==> src/rtl/ir_pkg.sv <==
// Shared types and timing constants for the NEC infrared decoder.
package ir_pkg;

  typedef enum logic [2:0] {
    IDLE,
    LEAD_L,
    LEAD_H,
    BIT_L,
    BIT_H,
    CHECK,
    ERR
  } ir_dec_state_t;

  // Phase windows in microseconds; the decoder scales them by CLK_PER_US.
  localparam int unsigned LEAD_L_MIN_US = 8000;
  localparam int unsigned LEAD_L_MAX_US = 10000;
  localparam int unsigned LEAD_H_MIN_US = 4000;
  localparam int unsigned LEAD_H_MAX_US = 5000;
  localparam int unsigned REP_H_MIN_US  = 2000;
  localparam int unsigned REP_H_MAX_US  = 2500;
  localparam int unsigned BIT_L_MIN_US  = 400;
  localparam int unsigned BIT_L_MAX_US  = 700;
  localparam int unsigned BIT0_H_MIN_US = 400;
  localparam int unsigned BIT0_H_MAX_US = 700;
  localparam int unsigned BIT1_H_MIN_US = 1500;
  localparam int unsigned BIT1_H_MAX_US = 1900;
  localparam int unsigned SAT_US        = 11000;

  localparam logic [7:0] IR_IDLE_CODE = 8'hFF;

  // Inclusive window test on a phase count.
  function automatic logic in_win(input logic [31:0] c, input int unsigned lo,
                                  input int unsigned hi);
    return (c >= lo) && (c <= hi);
  endfunction

endpackage

==> src/rtl/ir_nec_decoder_sync_edge.sv <==
// Two-flop synchroniser for the IR pin plus a registered-previous edge detector.
module ir_sync_edge (
  input  logic clk,
  input  logic rst_n,
  input  logic rx,
  output logic rx_s,
  output logic rise,
  output logic fall
);

  logic meta;
  logic rx_prev;

  // Synchronise the pin and keep the previous synchronised level; idle level is high.
  always_ff @(posedge clk or negedge rst_n) begin
    if (!rst_n) begin
      meta    <= 1'b1;
      rx_s    <= 1'b1;
      rx_prev <= 1'b1;
    end else begin
      meta    <= rx;
      rx_s    <= meta;
      rx_prev <= rx_s;
    end
  end

  assign rise = rx_s & ~rx_prev;
  assign fall = ~rx_s & rx_prev;

endmodule

==> src/rtl/ir_nec_decoder.sv <==
// NEC infrared frame decoder: phase counter, frame FSM and registered outputs.
module ir_nec_decoder
  import ir_pkg::*;
#(
  parameter int unsigned CLK_PER_US = 50,
  parameter logic [7:0]  IDLE_CODE  = IR_IDLE_CODE
) (
  input  logic        CLOCK_50,
  input  logic        reset_n,
  input  logic        IRDA_RXD,
  output logic [31:0] hex_data,
  output logic [7:0]  IR_button,
  output logic        ir_valid,
  output logic        ir_repeat,
  output logic        frame_error
);

  localparam int unsigned SAT_CYC = SAT_US * CLK_PER_US;
  localparam int unsigned CW      = $clog2(SAT_CYC);

  localparam int unsigned LL_MIN = LEAD_L_MIN_US * CLK_PER_US;
  localparam int unsigned LL_MAX = LEAD_L_MAX_US * CLK_PER_US;
  localparam int unsigned LH_MIN = LEAD_H_MIN_US * CLK_PER_US;
  localparam int unsigned LH_MAX = LEAD_H_MAX_US * CLK_PER_US;
  localparam int unsigned RH_MIN = REP_H_MIN_US  * CLK_PER_US;
  localparam int unsigned RH_MAX = REP_H_MAX_US  * CLK_PER_US;
  localparam int unsigned BL_MIN = BIT_L_MIN_US  * CLK_PER_US;
  localparam int unsigned BL_MAX = BIT_L_MAX_US  * CLK_PER_US;
  localparam int unsigned B0_MIN = BIT0_H_MIN_US * CLK_PER_US;
  localparam int unsigned B0_MAX = BIT0_H_MAX_US * CLK_PER_US;
  localparam int unsigned B1_MIN = BIT1_H_MIN_US * CLK_PER_US;
  localparam int unsigned B1_MAX = BIT1_H_MAX_US * CLK_PER_US;

  localparam logic [CW-1:0] SAT_CNT = CW'(SAT_CYC);

  logic rx_s;
  logic rise;
  logic fall;

  logic [CW-1:0] cnt;
  logic [31:0]   cnt_w;

  ir_dec_state_t state, state_d;
  logic [4:0]    idx, idx_d;
  logic [31:0]   shift, shift_d;
  logic          valid_d, repeat_d, err_d;

  ir_sync_edge u_sync (
    .clk   (CLOCK_50),
    .rst_n (reset_n),
    .rx    (IRDA_RXD),
    .rx_s  (rx_s),
    .rise  (rise),
    .fall  (fall)
  );

  assign cnt_w = 32'(cnt);

  // Phase length counter: restarts on every synchronised edge, saturates when the line stalls.
  always_ff @(posedge CLOCK_50 or negedge reset_n) begin
    if (!reset_n) begin
      cnt <= '0;
    end else if (rise || fall) begin
      cnt <= '0;
    end else if (cnt < SAT_CNT) begin
      cnt <= cnt + 1'b1;
    end
  end

  // FSM state, bit index and shift register.
  always_ff @(posedge CLOCK_50 or negedge reset_n) begin
    if (!reset_n) begin
      state <= IDLE;
      idx   <= '0;
      shift <= '0;
    end else begin
      state <= state_d;
      idx   <= idx_d;
      shift <= shift_d;
    end
  end

  // Next-state logic: each phase is judged at its closing edge or on overrun of its window.
  always_comb begin
    state_d  = state;
    idx_d    = idx;
    shift_d  = shift;
    valid_d  = 1'b0;
    repeat_d = 1'b0;
    err_d    = 1'b0;
    case (state)
      IDLE: begin
        if (fall) state_d = LEAD_L;
      end
      LEAD_L: begin
        if (rise) begin
          state_d = in_win(cnt_w, LL_MIN, LL_MAX) ? LEAD_H : IDLE;
        end else if (!rx_s && cnt_w > LL_MAX) begin
          state_d = IDLE;
        end
      end
      LEAD_H: begin
        if (fall) begin
          if (in_win(cnt_w, LH_MIN, LH_MAX)) begin
            idx_d   = '0;
            state_d = BIT_L;
          end else if (in_win(cnt_w, RH_MIN, RH_MAX)) begin
            repeat_d = 1'b1;
            state_d  = IDLE;
          end else begin
            state_d = IDLE;
          end
        end else if (rx_s && cnt_w > LH_MAX) begin
          state_d = IDLE;
        end
      end
      BIT_L: begin
        if (rise) begin
          state_d = in_win(cnt_w, BL_MIN, BL_MAX) ? BIT_H : ERR;
        end else if (!rx_s && cnt_w > BL_MAX) begin
          state_d = ERR;
        end
      end
      BIT_H: begin
        if (fall) begin
          if (in_win(cnt_w, B0_MIN, B0_MAX) || in_win(cnt_w, B1_MIN, B1_MAX)) begin
            shift_d[idx] = in_win(cnt_w, B1_MIN, B1_MAX);
            if (idx == 5'd31) begin
              state_d = CHECK;
            end else begin
              idx_d   = idx + 5'd1;
              state_d = BIT_L;
            end
          end else begin
            state_d = ERR;
          end
        end else if (rx_s && cnt_w > B1_MAX) begin
          state_d = ERR;
        end
      end
      CHECK: begin
        if (shift[31:24] == ~shift[23:16]) valid_d = 1'b1;
        else                               err_d   = 1'b1;
        state_d = IDLE;
      end
      ERR: begin
        err_d   = 1'b1;
        state_d = IDLE;
      end
      default: state_d = IDLE;
    endcase
  end

  // Registered outputs: strobes last one cycle, the frame word is held between valid frames.
  always_ff @(posedge CLOCK_50 or negedge reset_n) begin
    if (!reset_n) begin
      hex_data    <= '0;
      IR_button   <= IDLE_CODE;
      ir_valid    <= 1'b0;
      ir_repeat   <= 1'b0;
      frame_error <= 1'b0;
    end else begin
      if (valid_d) hex_data <= shift;
      IR_button   <= valid_d ? shift[23:16] : IDLE_CODE;
      ir_valid    <= valid_d;
      ir_repeat   <= repeat_d;
      frame_error <= err_d;
    end
  end

endmodule

==> config.mk <==
export PLATFORM = sky130hd
export DESIGN_NAME = ir_nec_decoder
export DESIGN_NICKNAME = d
export VERILOG_FILES = /design/src/rtl/ir_pkg.sv /design/src/rtl/ir_nec_decoder_sync_edge.sv /design/src/rtl/ir_nec_decoder.sv
export SDC_FILE = /design/constraint.sdc
export NUM_CORES = 1
export LEC_CHECK = 0
export BUFFER_PORTS_ARGS = -buffer_cell sky130_fd_sc_hd__buf_2
export CAP_MARGIN = 20
export CORE_ASPECT_RATIO = 0.8
export CORE_MARGIN = 2
export CORE_UTILIZATION = 46
export CTS_CLUSTER_DIAMETER = 200
export DETAILED_ROUTE_END_ITERATION = 12
export GPL_ROUTABILITY_DRIVEN = 0
export MAX_ROUTING_LAYER = met4
export PLACE_DENSITY = 0.68
export SLEW_MARGIN = 5
export SYNTH_ARGS = -nofsm -noshare
export SYNTH_HDL_FRONTEND = slang
export SYNTH_SLANG_ARGS = --single-unit
==> constraint.sdc <==
create_clock -name CLOCK_50 -period 2.25 [get_ports CLOCK_50]
set_input_delay 0.1125 -clock CLOCK_50 [delete_from_list [all_inputs] [get_ports CLOCK_50]]
set_output_delay 0.1125 -clock CLOCK_50 [all_outputs]
set_load 0.03 [all_outputs]
==> out/metrics.cfg, run 1 <==
[setup_path]
crit_type = reg2reg
worst_path_largest_cell_delay_ns = 0.46
cp_top_family = simple AND/OR/NAND/NOR gates
crit_path_start_kind = register
path_cells = inv_1, or3_1, nor4_1, a211o_1, inv_1, or3_4, buf_4, a211o_1
cp_max_fo = 5
required_ns = 2.49
worst_ep_arrival_time_ns = 2.78
critPathSlowestCell = dfrtp_1
worst-path-buf-inv = 3
crit_path_end_kind = register

[synth]
ys_seq_area_share_pct = 47.39
synth-seq-cells = 106
netlist_instances = 577
synth-async-reset-ratio_pct = 100.0
synth_top_area_cell = dfrtp_1
synth_edf_count = 0
syn_avg_cell_area_sq_um = 9.752
synth_area_sq_um = 5627
ys_top_cells_by_area = dfrtp_1 42%, nand2_1 5.4%, mux2_2 5.2%
synth_nets = 589
yosys-top-cells-count = 95 x dfrtp_1, 81 x nand2_1, 42 x o21ai_0
ys.flop_type = dfrtp_1
synthMostInstantiatedCell = dfrtp_1
synth_top_area_share_pct = 42.25
yosysWarnings = 0
synth.distinct_cells = 68

[drt]
wl_per_cell_microns = 17.77
final_antenna_net_count = 0
first_iter_violations = 411
num_vias = 5185
wl_mm = 15.70
via_per_inst = 5.872
drc = 0
dr.pass1.iters = 5

[timing]
hold_viol = 0
fmax_ghz = 0.3945
report.final.slew_viol_count = 0
fin_crit_ns = 2.535
fin_setup_tns_ns = -10.32
layout_setup_ws_ns = -0.2851
setup_viol = 60
rsz0062_at_grt = yes
fin_worst_skew_ns = 0.009284
finalCritPeriodShare_pct = 112.7
relSlewSlack_pct = 55.73
worstMarginPinSlew_ns = 0.6640

[floorplan]
core_sq_um = 12070
die_w_microns = 127.7
die_h_microns = 102.9
row_count = 36
io_pins = 46
dieArea_sq_um = 13140
initial_core_util_pct = 46.61

[global_route]
grt_pass1_vias = 4862
grt_overflow = 0
grt_pass1_wl_mm = 24.64
grt_max_degree = 51
grt_usage_pct = 24.68
antenna_found_initial = 0

[place]
io_buffers = 45
detailed_place_hpwl_mm = 10.73
postPlaceCellArea_sq_um = 6758
placed_cells = 847

[clock_network]
clk_latency_ns = 0.36
clock_path_buffers = 2
htreeDepth = 3
cts_root_buf = clkbuf_16
path_clk_slew_ns = 0.08
cts_buffers = 9
cts.sinks = 106
cts_tree = built

[power]
p_seq_share_pct = 49.6
ir_drop_mv = 0.4401
netSwitchingPower_mw = 1.019
p_int_mw = 2.889
p_clk_share_pct = 40.1
p_comb_share_pct = 10.3
p_leak_nw = 3.582
p_sw_share_pct = 26.07
powerDensity_nw_per_um2 = 517.3

[run_status]
status = complete, but fails checks
violations = setup timing

[layout]
finalNonFillerCells = 883
final_core_util_pct = 62.58
layout-drive-gt1-share_pct = 39.53
nNetsFinal = 738
area_delta_synth_final_pct = 34.27
antenna_cells = 0
final_area_sq_um = 7555

[worst_hold_path]
hold_path_class = in2async

[job]
cap_viol_max_count = 0

flip-flops by register name (all words and copies together), names as in the netlist:
name	flops
hex_data	32
shift	32
cnt	20
IR_button	8
idx	5
state	3
frame_error	1
ir_repeat	1
ir_valid	1
u_sync.meta	1
u_sync.rx_prev	1
u_sync.rx_s	1
final timing paths:
check                       startpoint     endpoint  slack, ns  cells after the start
setup / recovery               cnt[11]     state[2]      -0.29                      8
hold / removal                 reset_n       cnt[9]       0.32                      2
setup reg to reg               cnt[11]     state[2]      -0.29                      8
hold reg to reg            u_sync.meta  u_sync.rx_s       0.36                      0
max in group asynchronous      reset_n  u_sync.meta       1.17                      3
min in group CLOCK_50      u_sync.meta  u_sync.rx_s       0.36                      0
per-layer routing:
metal | vias to the layer above | global-route usage, % | part of all wire (%)
met2 | 254 | 36.08 | 43
met5 | - | - | 0
li1 | 2353 | - | -
met3 | 46 | 4.619 | 7.9
met4 | 0 | 8.030 | 2.6
met1 | 2532 | 34.87 | 46
cell type report:
class	instances	area (sq um)
tap	152	190.2
fill	957	4517
multi-input combinational	414	3070
clock inverter	7	68.82
inverter	20	75.07
sequential	106	2673
clock buffer	9	225.2
timing repair buffer	175	1252
power by group through the flow:
stage | clock network (mW) | logic, mW | registers (mW)
2_1_floorplan | 0 | 0.164 | 1.98
3_5_place_dp | 0 | 0.328 | 1.98
5_1_grt | 1.67 | 0.432 | 1.94
6_report | 1.57 | 0.401 | 1.94
3_3_place_gp | 0 | 0.322 | 1.97
4_1_cts | 1.60 | 0.372 | 1.94
worst reg2reg max path: cells and delay by family, from the launching register on:
family                 cells  cell delay [ns]
AOI/OAI and AO/OA          2             0.48
buffers and inverters      3             0.30
DFF                        1             0.46
and+or+nand+nor            3             1.19
kinds of logic (layout without fill, tap and decap cells):
group                    Yosys count  in the layout  share of synthesized area (%)
AND/OR/NAND/NOR                  238            238                          22.55
multiplexers                      29             29                          5.759
AO/OA/AOI/OAI                    123            123                          15.68
flip-flops                       106            106                          47.39
buffers and inverters             57            211                          4.292
adder cells (fa/ha/maj)            9              9                          2.001
XOR/XNOR                          15             15                          2.335
metrics by stage:
step                worst slack, ns  total power [mW]  hold WS (ns)
finish                      -0.2851             3.908        0.3165
global route                -0.3718             4.043        0.3660
CTS                         -0.2595             3.907        0.3598
detailed placement          -0.2773             2.304        0.1997
global placement            -0.2950             2.296        0.1854
floorplan                   -0.2077             2.142       -0.1831
layout by cell type (no fill, tap or decap), types with 4 or more instances in the layout:
cell       count
xnor2_1        4
nor3_1        10
dfrtp_2        5
nor2_1        22
nand4_1        8
nand2b_1      12
buf_4        122
o21ai_1       18
nor4_2         5
mux2_2        25
and3_1         5
nand3_1       11
buf_6          5
and2_1        12
ha_1           9
nor3_4         4
a21boi_0      10
xor2_1        11
nand2_1       78
nor2_2         4
buf_2         44
o211ai_1       6
a21oi_1        4
o21a_1         6
or3_1         13
nor4_1         7
dfstp_2       11
a22o_1        16
nor2b_1        7
clkbuf_16      9
dfrtp_1       90
o21ai_0       24
inv_1         20
timing repair:
item | CTS | global route
endpoints found under the hold margin | 42 | 0
pin swaps | 9 | 14
endpoints found under the setup margin | 60 | 60
hold buffers | 2 | 0
setup buffers | 14 | 4
gates resized for setup | 60 | 17
Note: power is estimated with default switching activity, not from simulation.
==> run 2, diff against run 1 <==
Settings changed: CORE_ASPECT_RATIO 0.8 to 1.4, CORE_MARGIN 2 to unset, PLACE_DENSITY 0.68 to 0.66.
Clock period 2.25 ns to 2.5 ns, I/O delays scaled along.
==> run 2 against run 1 <==
- the run still ends with setup timing left
- cell count down 7.4%
- global-route usage decreased by 0.36 points
- worst hold slack better by 0.028 ns
- power decreased by 11%
- combinational power shrank 27%
- first-iteration DRC count down 29%
- sequential share of layout area increased by 2.9 points
- clock power is 9% lower
- sequential power is 9% lower
- via count shrank 8.6%
- maximum frequency barely moved
==> out/metrics.cfg, run 2 (synthesis gave the netlist of run 1 again) <==
[clock_network]
clk_latency_ns = 0.35  ; about the same
cts_root_buf = clkbuf_16
path_clk_slew_ns = 0.08  ; about the same
htreeDepth = 3  ; unchanged
clock_path_buffers = 2  ; unchanged
cts_buffers = 9  ; unchanged
cts.sinks = 106  ; unchanged
cts_tree = built

[power]
powerDensity_nw_per_um2 = 500.0  ; -3.3%
p_leak_nw = 3.246  ; -9.4%
ir_drop_mv = 0.3187  ; -28%

[worst_hold_path]
hold_path_class = in2async

[timing]
hold-worst-slack_ns = 0.3447  ; +0.02818 ns
report.final.slew_viol_count = 0  ; unchanged
fin_worst_skew_ns = 0.01067  ; +0.001383 ns
fin_crit_ns = 2.533  ; -0.002473 ns
worstMarginPinSlew_ns = 0.6485  ; -0.01555 ns
hold_viol = 0  ; unchanged
layout_setup_ws_ns = -0.03267  ; +0.2525 ns
fmax_ghz = 0.3948  ; about the same
relSlewSlack_pct = 56.37  ; +0.64 points
setup_viol = 1  ; -98%
finalCritPeriodShare_pct = 101.3  ; -11 points
rsz0062_at_grt = yes

[global_route]
grt_overflow = 0  ; unchanged
grt_pass1_wl_mm = 22.99  ; -6.7%
antenna_found_initial = 0  ; unchanged
grt_usage_pct = 24.32  ; -0.36 points
grt_max_degree = 107  ; +110%
grt_pass1_vias = 4531  ; -6.8%

[drt]
wl_mm = 14.61  ; -6.9%
first_iter_violations = 290  ; -29%
via_per_inst = 5.792  ; -1.4%
drc = 0  ; unchanged
final_antenna_net_count = 0  ; unchanged
num_vias = 4738  ; -8.6%
wl_per_cell_microns = 17.86  ; +0.49%
dr.pass1.iters = 7  ; +2

[floorplan]
core_sq_um = 11880  ; -1.6%
initial_core_util_pct = 47.37  ; +0.76 points
die_h_microns = 132.9  ; +29%
dieArea_sq_um = 12680  ; -3.5%
io_pins = 46  ; unchanged
die_w_microns = 95.47  ; -25%
row_count = 47  ; +31%

[place]
postPlaceCellArea_sq_um = 6417  ; -5.0%
detailed_place_hpwl_mm = 10.30  ; -4.0%
io_buffers = 45  ; unchanged
placed_cells = 798  ; -5.8%

[job]
cap_viol_max_count = 0  ; unchanged

[setup_path]
cp.depth = 8  ; unchanged
crit_path_end_kind = register
rr_worst_depth = 8  ; unchanged
cp_top_family = simple AND/OR/NAND/NOR gates
path_cells = buf_4, or3_1, nor4_1, a211oi_2, or4_1, o211ai_1, or3_4, mux2_4
critPathSlowestCell = or4_1
required_ns = 2.74  ; +0.25 ns
cp_max_fo = 10  ; +5
crit_type = reg2reg
crit_path_start_kind = register
worst_ep_arrival_time_ns = 2.78  ; about the same
worst_path_largest_cell_delay_ns = 0.41  ; -0.05 ns
worst-path-buf-inv = 1  ; -2

[layout]
most-common-layout-cells = 92 x dfrtp_1, 79 x nand2_1, 63 x buf_4
nNetsFinal = 678  ; -8.1%
final_area_sq_um = 6975  ; -7.7%
antenna_cells = 0  ; unchanged
nFillCells = 1018  ; +6.4%
layout-drive-gt1-share_pct = 31.15  ; -8.4 points
reg_top3 = hex_data (32), shift (32), cnt (20)
finalNonFillerCells = 818  ; -7.4%
area_delta_synth_final_pct = 23.97
final_common_cell = dfrtp_1

[run_status]
status = complete, but fails checks
violations = setup timing

-- run 2: changes by cell type in the layout (fill, tap and decap cells not counted), sizes merged --
| cell | previous run | this run |
|---|---|---|
| buf | 173 | 113 |
| clkinv | 2 | 3 |
| inv | 24 | 22 |
| clkbuf | 9 | 10 |
-- run 2: cell type report --
class                      count  area (sq um)  area share (%)
inverter                      20         75.07           1.076
sequential                   106          2670           38.28
clock buffer                  10         239.0           3.426
tap                          147         183.9           2.637
multi-input combinational    414          2930           42.01
timing repair buffer         115         815.8           11.70
clock inverter                 6         61.31          0.8789
-- run 2: repair_timing --
item | 4_1_cts | 5_1_grt
buffers inserted | 0 | 2
hold endpoints to repair | 96 | 0
hold buffers | 2 | 0
pin swaps | 1 | 3
setup endpoints to repair | 27 | 54
gates resized for setup | 8 | 49
-- run 2: tightest hold or removal path, delay by kind of cell --
| kind | cells | cell delay [ns] |
|---|---|---|
| buffers and inverters | 3 | 1.02 |
-- run 2: power by group --
group	internal [mW]	leakage, nW	total [mW]	switching [mW]
sequential	1.73	1.43	1.76	0.0290
combinational	0.137	1.67	0.292	0.154
clock	0.727	0.144	1.43	0.706
-- run 2: metrics by stage --
stage	setup slack, ns	power, mW	utilization [%]	TNS [ns]
final	-0.03267	3.488	58.72	-0.03267
after global routing	-0.09878	3.616	58.72	-0.5990
after CTS	-0.05612	3.497	56.98	-0.06304
after detailed placement	-0.1322	2.051	54.02	-0.6276
after global placement	-0.1301	2.041	54.02	-0.6027
after floorplan	0.02603	1.928	-	0
-- run 2: path summary, 6_finish.rpt --
| check | start | endpoint | slack (ns) |
|---|---|---|---|
| worst max-delay path | cnt[9] | state[0] | -0.03 |
| worst min-delay path | reset_n | ir_valid | 0.34 |
| worst max register to register | cnt[9] | state[0] | -0.03 |
| worst min register to register | u_sync.meta | u_sync.rx_s | 0.36 |
| max in group asynchronous | reset_n | cnt[13] | 1.64 |
| min in group CLOCK_50 | u_sync.meta | u_sync.rx_s | 0.36 |
-- run 2: metal layers --
layer / up-vias / GRT usage [%] / part of all wire (%) / wire length [microns]
li1: 2230 / - / - / -
met1: 2299 / 25.99 / 37 / 5395
met2: 156 / 43.41 / 56 / 8120
met3: 53 / 2.644 / 3.4 / 497
met4: 0 / 11.94 / 4.1 / 597
met5: - / - / 0 / 0
